**src/rtl/adc_spi_responder.sv**
```systemverilog
// adc_spi_responder: MCP3202-style SPI ADC emulator that decodes a start/SGL/ODD/MSBF command and shifts out a 12-bit sample
module adc_spi_responder #(
  parameter int SYNC_STAGES = 2
) (
  input  logic        clk,
  input  logic        rst,
  input  logic        adc_cs_n,
  input  logic        adc_sclk,
  input  logic        adc_din,
  input  logic [11:0] ch0_value,
  input  logic [11:0] ch1_value,
  output logic        adc_data_out,
  output logic        adc_data_oe,
  output logic        frame_done,
  output logic        frame_abort,
  output logic [2:0]  last_cmd,
  output logic [11:0] sample_value
);
  typedef enum logic [2:0] {IDLE, WAIT_START, CMD, NULL_BIT, DATA_MSB, DATA_LSB, HOLD} state_t;
  state_t state_q, state_d;
  logic [SYNC_STAGES-1:0] cs_sync_q, cs_sync_d, sclk_sync_q, sclk_sync_d, din_sync_q, din_sync_d;
  logic cs_prev_q, cs_prev_d, sclk_prev_q, sclk_prev_d;
  logic cs_s, sclk_s, din_s, cs_rise, cs_fall, sclk_rise, sclk_fall;
  logic [1:0] cmd_q, cmd_d, cnt_q, cnt_d;
  logic [3:0] idx_q, idx_d;
  logic oe_q, oe_d, dout_q, dout_d, done_q, done_d, abort_q, abort_d;
  logic [2:0] last_cmd_q, last_cmd_d;
  logic [11:0] sample_q, sample_d, pick;
  logic [12:0] diff;
  assign cs_s = cs_sync_q[SYNC_STAGES-1];
  assign sclk_s = sclk_sync_q[SYNC_STAGES-1];
  assign din_s = din_sync_q[SYNC_STAGES-1];
  assign cs_rise = cs_s & ~cs_prev_q;
  assign cs_fall = ~cs_s & cs_prev_q;
  assign sclk_rise = sclk_s & ~sclk_prev_q;
  assign sclk_fall = ~sclk_s & sclk_prev_q;
  // cmd_q holds {SGL, ODD} when the third command edge (MSBF) arrives
  assign diff = cmd_q[0] ? {1'b0, ch1_value} - {1'b0, ch0_value} : {1'b0, ch0_value} - {1'b0, ch1_value};
  assign pick = cmd_q[1] ? (cmd_q[0] ? ch1_value : ch0_value) : (diff[12] ? 12'h000 : diff[11:0]);
  always_comb begin
    cs_sync_d = {cs_sync_q[SYNC_STAGES-2:0], adc_cs_n};
    sclk_sync_d = {sclk_sync_q[SYNC_STAGES-2:0], adc_sclk};
    din_sync_d = {din_sync_q[SYNC_STAGES-2:0], adc_din};
    cs_prev_d = cs_s;
    sclk_prev_d = sclk_s;
    state_d = state_q;
    cmd_d = cmd_q;
    cnt_d = cnt_q;
    idx_d = idx_q;
    oe_d = oe_q;
    dout_d = dout_q;
    done_d = 1'b0;
    abort_d = 1'b0;
    last_cmd_d = last_cmd_q;
    sample_d = sample_q;
    if (state_q != IDLE && cs_rise) begin
      state_d = IDLE;
      oe_d = 1'b0;
      dout_d = 1'b1;
      abort_d = state_q inside {WAIT_START, CMD, NULL_BIT, DATA_MSB};
    end else begin
      case (state_q)
        IDLE: state_d = cs_fall ? WAIT_START : IDLE;
        WAIT_START: if (sclk_rise && din_s) begin
          state_d = CMD;
          cnt_d = 2'd0;
        end
        CMD: if (sclk_rise) begin
          cmd_d = {cmd_q[0], din_s};
          cnt_d = cnt_q + 2'd1;
          if (cnt_q == 2'd2) begin
            last_cmd_d = {cmd_q, din_s};
            sample_d = pick;
            state_d = NULL_BIT;
          end
        end
        NULL_BIT: if (sclk_fall) begin
          oe_d = 1'b1;
          dout_d = 1'b0;
          idx_d = 4'd11;
          state_d = DATA_MSB;
        end
        DATA_MSB: if (sclk_fall) begin
          dout_d = sample_q[idx_q];
          idx_d = idx_q - 4'd1;
          if (idx_q == 4'd0) begin
            done_d = 1'b1;
            idx_d = 4'd1;
            state_d = last_cmd_q[0] ? HOLD : DATA_LSB;
          end
        end
        DATA_LSB: if (sclk_fall) begin
          dout_d = sample_q[idx_q];
          idx_d = idx_q + 4'd1;
          state_d = (idx_q == 4'd11) ? HOLD : DATA_LSB;
        end
        HOLD: dout_d = sclk_fall ? 1'b0 : dout_q;
        default: state_d = IDLE;
      endcase
    end
  end
  always_ff @(posedge clk) begin
    if (rst) begin
      cs_sync_q <= '1;
      sclk_sync_q <= '0;
      din_sync_q <= '0;
      cs_prev_q <= 1'b1;
      sclk_prev_q <= 1'b0;
      state_q <= IDLE;
      cmd_q <= 2'b00;
      cnt_q <= 2'd0;
      idx_q <= 4'd0;
      oe_q <= 1'b0;
      dout_q <= 1'b1;
      done_q <= 1'b0;
      abort_q <= 1'b0;
      last_cmd_q <= 3'b000;
      sample_q <= 12'h000;
    end else begin
      cs_sync_q <= cs_sync_d;
      sclk_sync_q <= sclk_sync_d;
      din_sync_q <= din_sync_d;
      cs_prev_q <= cs_prev_d;
      sclk_prev_q <= sclk_prev_d;
      state_q <= state_d;
      cmd_q <= cmd_d;
      cnt_q <= cnt_d;
      idx_q <= idx_d;
      oe_q <= oe_d;
      dout_q <= dout_d;
      done_q <= done_d;
      abort_q <= abort_d;
      last_cmd_q <= last_cmd_d;
      sample_q <= sample_d;
    end
  end
  assign adc_data_out = dout_q;
  assign adc_data_oe = oe_q;
  assign frame_done = done_q;
  assign frame_abort = abort_q;
  assign last_cmd = last_cmd_q;
  assign sample_value = sample_q;
endmodule

```
**config.mk**
```make
export PLATFORM = sky130hd
export DESIGN_NAME = adc_spi_responder
export DESIGN_NICKNAME = d
export VERILOG_FILES = /design/src/rtl/adc_spi_responder.sv
export SDC_FILE = /design/constraint.sdc
export NUM_CORES = 1
export LEC_CHECK = 0
export ABC_CLOCK_PERIOD_IN_PS = 2400
export CORE_MARGIN = 2
export CORE_UTILIZATION = 28
export DETAILED_ROUTE_END_ITERATION = 6
export SYNTH_ARGS = -nofsm -noshare
export SYNTH_HDL_FRONTEND = slang
export SYNTH_SLANG_ARGS = --single-unit
```
**constraint.sdc**
```tcl
create_clock -name clk -period 2.4 [get_ports clk]
set_clock_uncertainty 0.15 [all_clocks]
set_input_delay 0.48 -clock clk [delete_from_list [all_inputs] [get_ports clk]]
set_output_delay 0.48 -clock clk [all_outputs]
set_load 0.03 [all_outputs]
```
Yosys cells after proc, flatten, opt, wreduce, memory -nomap -nowiden
Index checks and enable logic that the tools add are counted.

Logic and storage cells: 100. Output and inout port bits: 19. Bits of input ports: 29. Bits in registers: 38.

Add/subtract/negate cells: 5. Multiplexer cells: 29. Equal/unequal tests: 17. Reductions and logical operators: 21. $lt $le $gt $ge: 1. Bitwise operators: 12.

Operator list (count): 12-bit 2-to-1 mux (3); 12-bit by 12-bit subtractor with 13-bit output (2); 3-bit 2-to-1 mux (7); 3-bit case mux with 7 select lines (1); 4-bit 2-to-1 mux (4); 13-bit 2-to-1 mux (1); 4-bit case mux with 3 select lines (1); 2-bit by 1-bit inequality test with 1-bit output (second input constant) (5); 3-bit equality test (second input constant) (3); 2-bit 2-to-1 mux (4); 2-bit inequality test (second input constant) (4); 1-bit inverter (8); 4-bit AND reduction (2); 8-bit AND reduction (1); 2-bit OR reduction (4); 3-bit by 2-bit equality test with 1-bit output (second input constant) (2); 3-bit AND reduction (2); 3-bit nonzero test (2); 4-bit by 5-bit less-than comparator with 1-bit output (second input constant) (1); 1-bit 2-to-1 mux (5); 5-bit AND reduction (1); 4-bit by 1-bit adder with 4-bit output (second input constant) (1); 1-bit AND (4); 1-bit binary-select mux with 4-bit select (1); 14 further kinds (16).

Longest topological paths before layout
Depth after elaboration: 5. Mapped depth: 10. Mapped depth without buffers: 10.

Worst setup path before layout
Ideal clock, no wire load.

Kind: input-to-reg. Start point: input port ch0_value[0]. End point: register sample_q[0] (netlist: sample_value[0]). Data arrival time: 2269 ps. Buffers on the path: 0. Stages: 10. Path slack: -153 ps. Setup time: 134 ps. Data required time: 2116 ps. Path through: inv_1 > ha_1 > inv_1 > fa_1 > a211oi_2 > o211ai_2 > o31ai_4 > o31ai_4 > a221oi_2 > nor3_2.

Longest elaborated chain between the ends: 4. Elaborated cells between the ends (all ways): 6. Classes of those cells: add/sub: 2; mux: 4.

RTL lines: start, declared (line 10) `input logic [11:0] ch0_value,`; 12-bit by 12-bit subtractor with 13-bit output (line 38) `assign diff = cmd_q[0] ? {1'b0, ch1_value} - {1'b0, ch0_value} : {1'b0, ch0_value} - {1'b0, ch1_value};`; 13-bit 2-to-1 mux (line 38); 12-bit 2-to-1 mux (line 39) `assign pick = cmd_q[1] ? (cmd_q[0] ? ch1_value : ch0_value) : (diff[12] ? 12'h000 : diff[11:0]);`; 12-bit 2-to-1 mux (*) (line 39); end signal, assigned (line 134) `sample_q <= sample_d;`; end, declared (line 28) `logic [11:0] sample_q, sample_d, pick;`.

Every way passes the cells marked *; elsewhere a longest branch is shown, timed or not. A chain may end at the register's enable or synchronous reset.

Final worst setup path
Start point: input port ch0_value[0]. End point: register sample_q[8] (netlist: sample_value[8]).

Longest elaborated chain between the ends: 4. Elaborated cells between the ends (all ways): 5. Classes of those cells: add/sub: 2; mux: 3.

RTL lines (line): 12-bit by 12-bit subtractor with 13-bit output (38); 13-bit 2-to-1 mux (*) (38); 12-bit 2-to-1 mux (*) (2 in a row) (39).

Marks and branches as above.

==> results.md <==
- Outcome: finished with violations
- Failing checks: setup timing
- CTS tree: built
- Post-Syn Nets: approximately 480
- Starting density of the core: 0.288
- Critical path buffers and inverters: 4
- Async S/R FF share, synth: 0
- Highest clock rate: 407 MHz
- Max clock buf depth: 2
- Worst-path fanout max: 4
- Final net count: around 580
- Worst hold start: cs_sync_q[0]$_SDFF_PP1_
- Hold Crit Depth: 1
- Hold_buf cts: 0
- Fill count: 1115
- Synth Warn #: 0
- Top post-synthesis cells by area: dfxtp_1 23%, ha_1 10%, o21ai_0 5.3%, a21oi_1 5.1%, inv_1 4.3%
- Synth Flop Type: dfxtp_1
- Max stage delay on crit path: 0.41 ns
- RSZ-0062 raised after global routing: true
- Crit Reg-Reg Startpoint: idx_q[1]$_SDFFE_PP0P_
- PD cells: around 450 nW/um^2
- Share of post-route cells with drive strength above 1: 0.278
- Yosys cell types: 60
- Drt pass-1 iters: 4
- Final-report setup violation count: 7
- Top Family by Delay on Critical Path: compound AO/OA/AOI/OAI gates
- Hold Path End: cs_sync_q[1]$_SDFF_PP1_
- Number of global-route vias before repair: about 3300
- Final wirelength: between 9000 and 10000 um
- Root Buffer: clkbuf_16
- Pins Over Slew Limit: 0
- Post-synth top area share: 0.230
- Initial drt markers: 133
- R2r endpoint: state_q[1]$_SDFFE_PP0P_
- Clk_lat worst skew: approximately 0.28 ns
- Largest net degree at the start of global routing: 26
- CP Data Arrival Time: 2.52 ns
- Synth area leader: dfxtp_1
- Syn-to-layout area delta: 43.2%
- Fin worst setup slack: -0.0595 ns
- Max-cap viol count: 0
- First-pass GRT wire length: 15700 um
- Clk sink count: 38
- Die Footprint: 12700 sq um
- Slowest cell on the critical path: fa_2
- WP data required: 2.46 ns
- Smallest hold slack: 0.271 ns
- Crit Path Category: input port to flop
- I/O pins: 48
- Wire per inst: approximately 14 um
- H-tree levels: 2
- CTS buffer count: 5
- Sequential area share after synthesis: 0.230
- Die Wd: roughly 110 um
- Via count: between 3000 and 4000
- GRT Overall Usage: 0.148
- Fin area: 4730 sq um
- Total grt overflow: 0
- DR DRC count: 0
- Synthesized area per cell: a little under 8 sq um
- R2R depth: 7
- Worst-path cell chain: buf_12 > inv_12 > ha_4 > inv_2 > fa_2 > a211oi_4 > o211ai_2 > o31ai_4 > buf_4 > o21ai_1 > a21o_1 > a21oi_2
- Post-route ant nets: 0
- Fin crit share: 1.02
- Post-DR vias/cell: 5.07
- CTS clk-pin slew, worst paths: 0.06 ns
- Std cell rows: 39
- Worst-Margin Slew: 0.574 ns
- Seq cells post-synth: 38
- R2R setup slack: 0.24 ns
- Worst hold path class: flop to flop
- HPWL Detailed: about 7500 um
- GP Congestion: 0.872
- Core ar.: 11500 sq um
- Initial antenna violation count: 0
- P_leak: 1.84 nW
- Area post-placement: 4340 sq um
- Port Buffer Count: 47
- Worst setup SP type: input port
- Post-synth EDFFs: 0
- Diode count: 0
- Final Hold Violating Endpoints: 0
- Die Y: ~110 um
- Slew margin rel.: 0.614
- Cells after synthesis: 421
- Cell Area, Synth: 3300 sq um
- Peak supply drop: 0.485 mV
- Min Tclk post-route: 2.46 ns
- CP endpoint kind: flop
-- synth_stat cells, drive strengths merged, types with 8 or more instances --
master and number:
clkbuf 9, o211ai 8, nor2 23, nand3 12
o21a 8, nor2b 13, o21ai 39, a211oi 9
inv 38, dfxtp 38, nand2 36, nor3 18
buf 16, ha 27, a21oi 34
-- metal layers --
| layer | GRT usage | wire, um | up-vias |
|---|---|---|---|
| li1 | - | - | 1699 |
| met4 | 0.0350 | 117 | 0 |
| met1 | 0.203 | 4490 | 1572 |
| met3 | 0.0194 | 328 | 10 |
| met5 | 0 | 0 | - |
| met2 | 0.247 | 4510 | 68 |
-- flip-flops by register name, indices dropped and copies added (netlist names) --
signal	count
sample_value	12
idx_q	4
last_cmd	3
state_q	3
cmd_q	2
cnt_q	2
cs_sync_q	2
din_sync_q	2
sclk_sync_q	2
adc_data_oe	1
adc_data_out	1
cs_prev_q	1
frame_abort	1
frame_done	1
sclk_prev_q	1
-- stage by stage --
stage          total power [mW]  setup TNS (ns)  utilization  setup slack, ns  cells
4_1_cts                    2.16          -0.674        0.412           -0.107    662
5_1_grt                    2.25           -1.37        0.413           -0.170    661
3_3_place_gp               1.22           -8.45        0.379           -0.759    651
6_report                   2.15          -0.229        0.413          -0.0595    661
3_5_place_dp               1.23           -9.14        0.379           -0.817    651
2_1_floorplan             0.997          -0.628            -           -0.129    421
-- final cells by class --
| class | count | area, sq um | share of cell area |
|---|---|---|---|
| inverter | 38 | 155 | 0.0328 |
| tap | 143 | 179 | 0.0378 |
| multi-input combinational | 320 | 2480 | 0.524 |
| timing repair buffer | 114 | 961 | 0.203 |
| clock inverter | 2 | 60.1 | 0.0127 |
| clock buffer | 6 | 139 | 0.0293 |
| sequential | 38 | 761 | 0.161 |
-- layout by cell type, fill, tap and decap left out, drive strengths merged, types with 5 or more instances in the layout --
cell type      instances
nand3                 12
a21oi                 34
inv                   38
a21o                   5
clkdlybuf4s50         26
dlygate4sd2           18
nor3                  18
xnor2                  6
nand2                 36
o211ai                 8
a221oi                 5
nand2b                 6
mux2i                  7
dfxtp                 38
clkbuf                 6
nor2                  23
o21a                   8
nor2b                 13
o21ai                 39
nand4                  5
ha                    27
buf                   69
a211oi                 9
-- kinds of logic after synthesis --
kind of cell               share of synthesized area
xor gates and xnor gates                      0.0212
AOI/OAI and AO/OA                              0.276
muxes                                         0.0451
buffers and inverters                         0.0818
and+or+nand+nor                                0.232
adders and majority gates                      0.114
DFF                                            0.230
-- worst max path at each step --
stage	from	end	slack, ns	cells past startpoint
detailed placement	ch0_value[0]	sample_value[1]$_SDFFE_PP0P_	-0.82	12
CTS	ch0_value[0]	sample_value[4]$_SDFFE_PP0P_	-0.11	12
floorplan	ch0_value[0]	sample_value[1]$_SDFFE_PP0P_	-0.13	10
global route	ch0_value[0]	sample_value[6]$_SDFFE_PP0P_	-0.17	11
global placement	ch0_value[0]	sample_value[11]$_SDFFE_PP0P_	-0.76	12
finish	ch0_value[0]	sample_value[8]$_SDFFE_PP0P_	-0.06	12
-- report_power, final --
part | total, mW | switching [mW] | leakage [nW] | internal [mW]
clock network | 0.880 | 0.256 | 0.0971 | 0.624
logic | 0.610 | 0.308 | 1.44 | 0.302
registers | 0.658 | 0.0150 | 0.308 | 0.643
-- repair_timing --
action                                  in CTS  in global routing
pin swaps                                   24                  9
resized for setup                           65                  7
endpoints found under the setup margin      12                 12
gates cloned                                 0                  0
setup buffers                                3                  0
No activity file was read; power rests on OpenSTA's default activity.
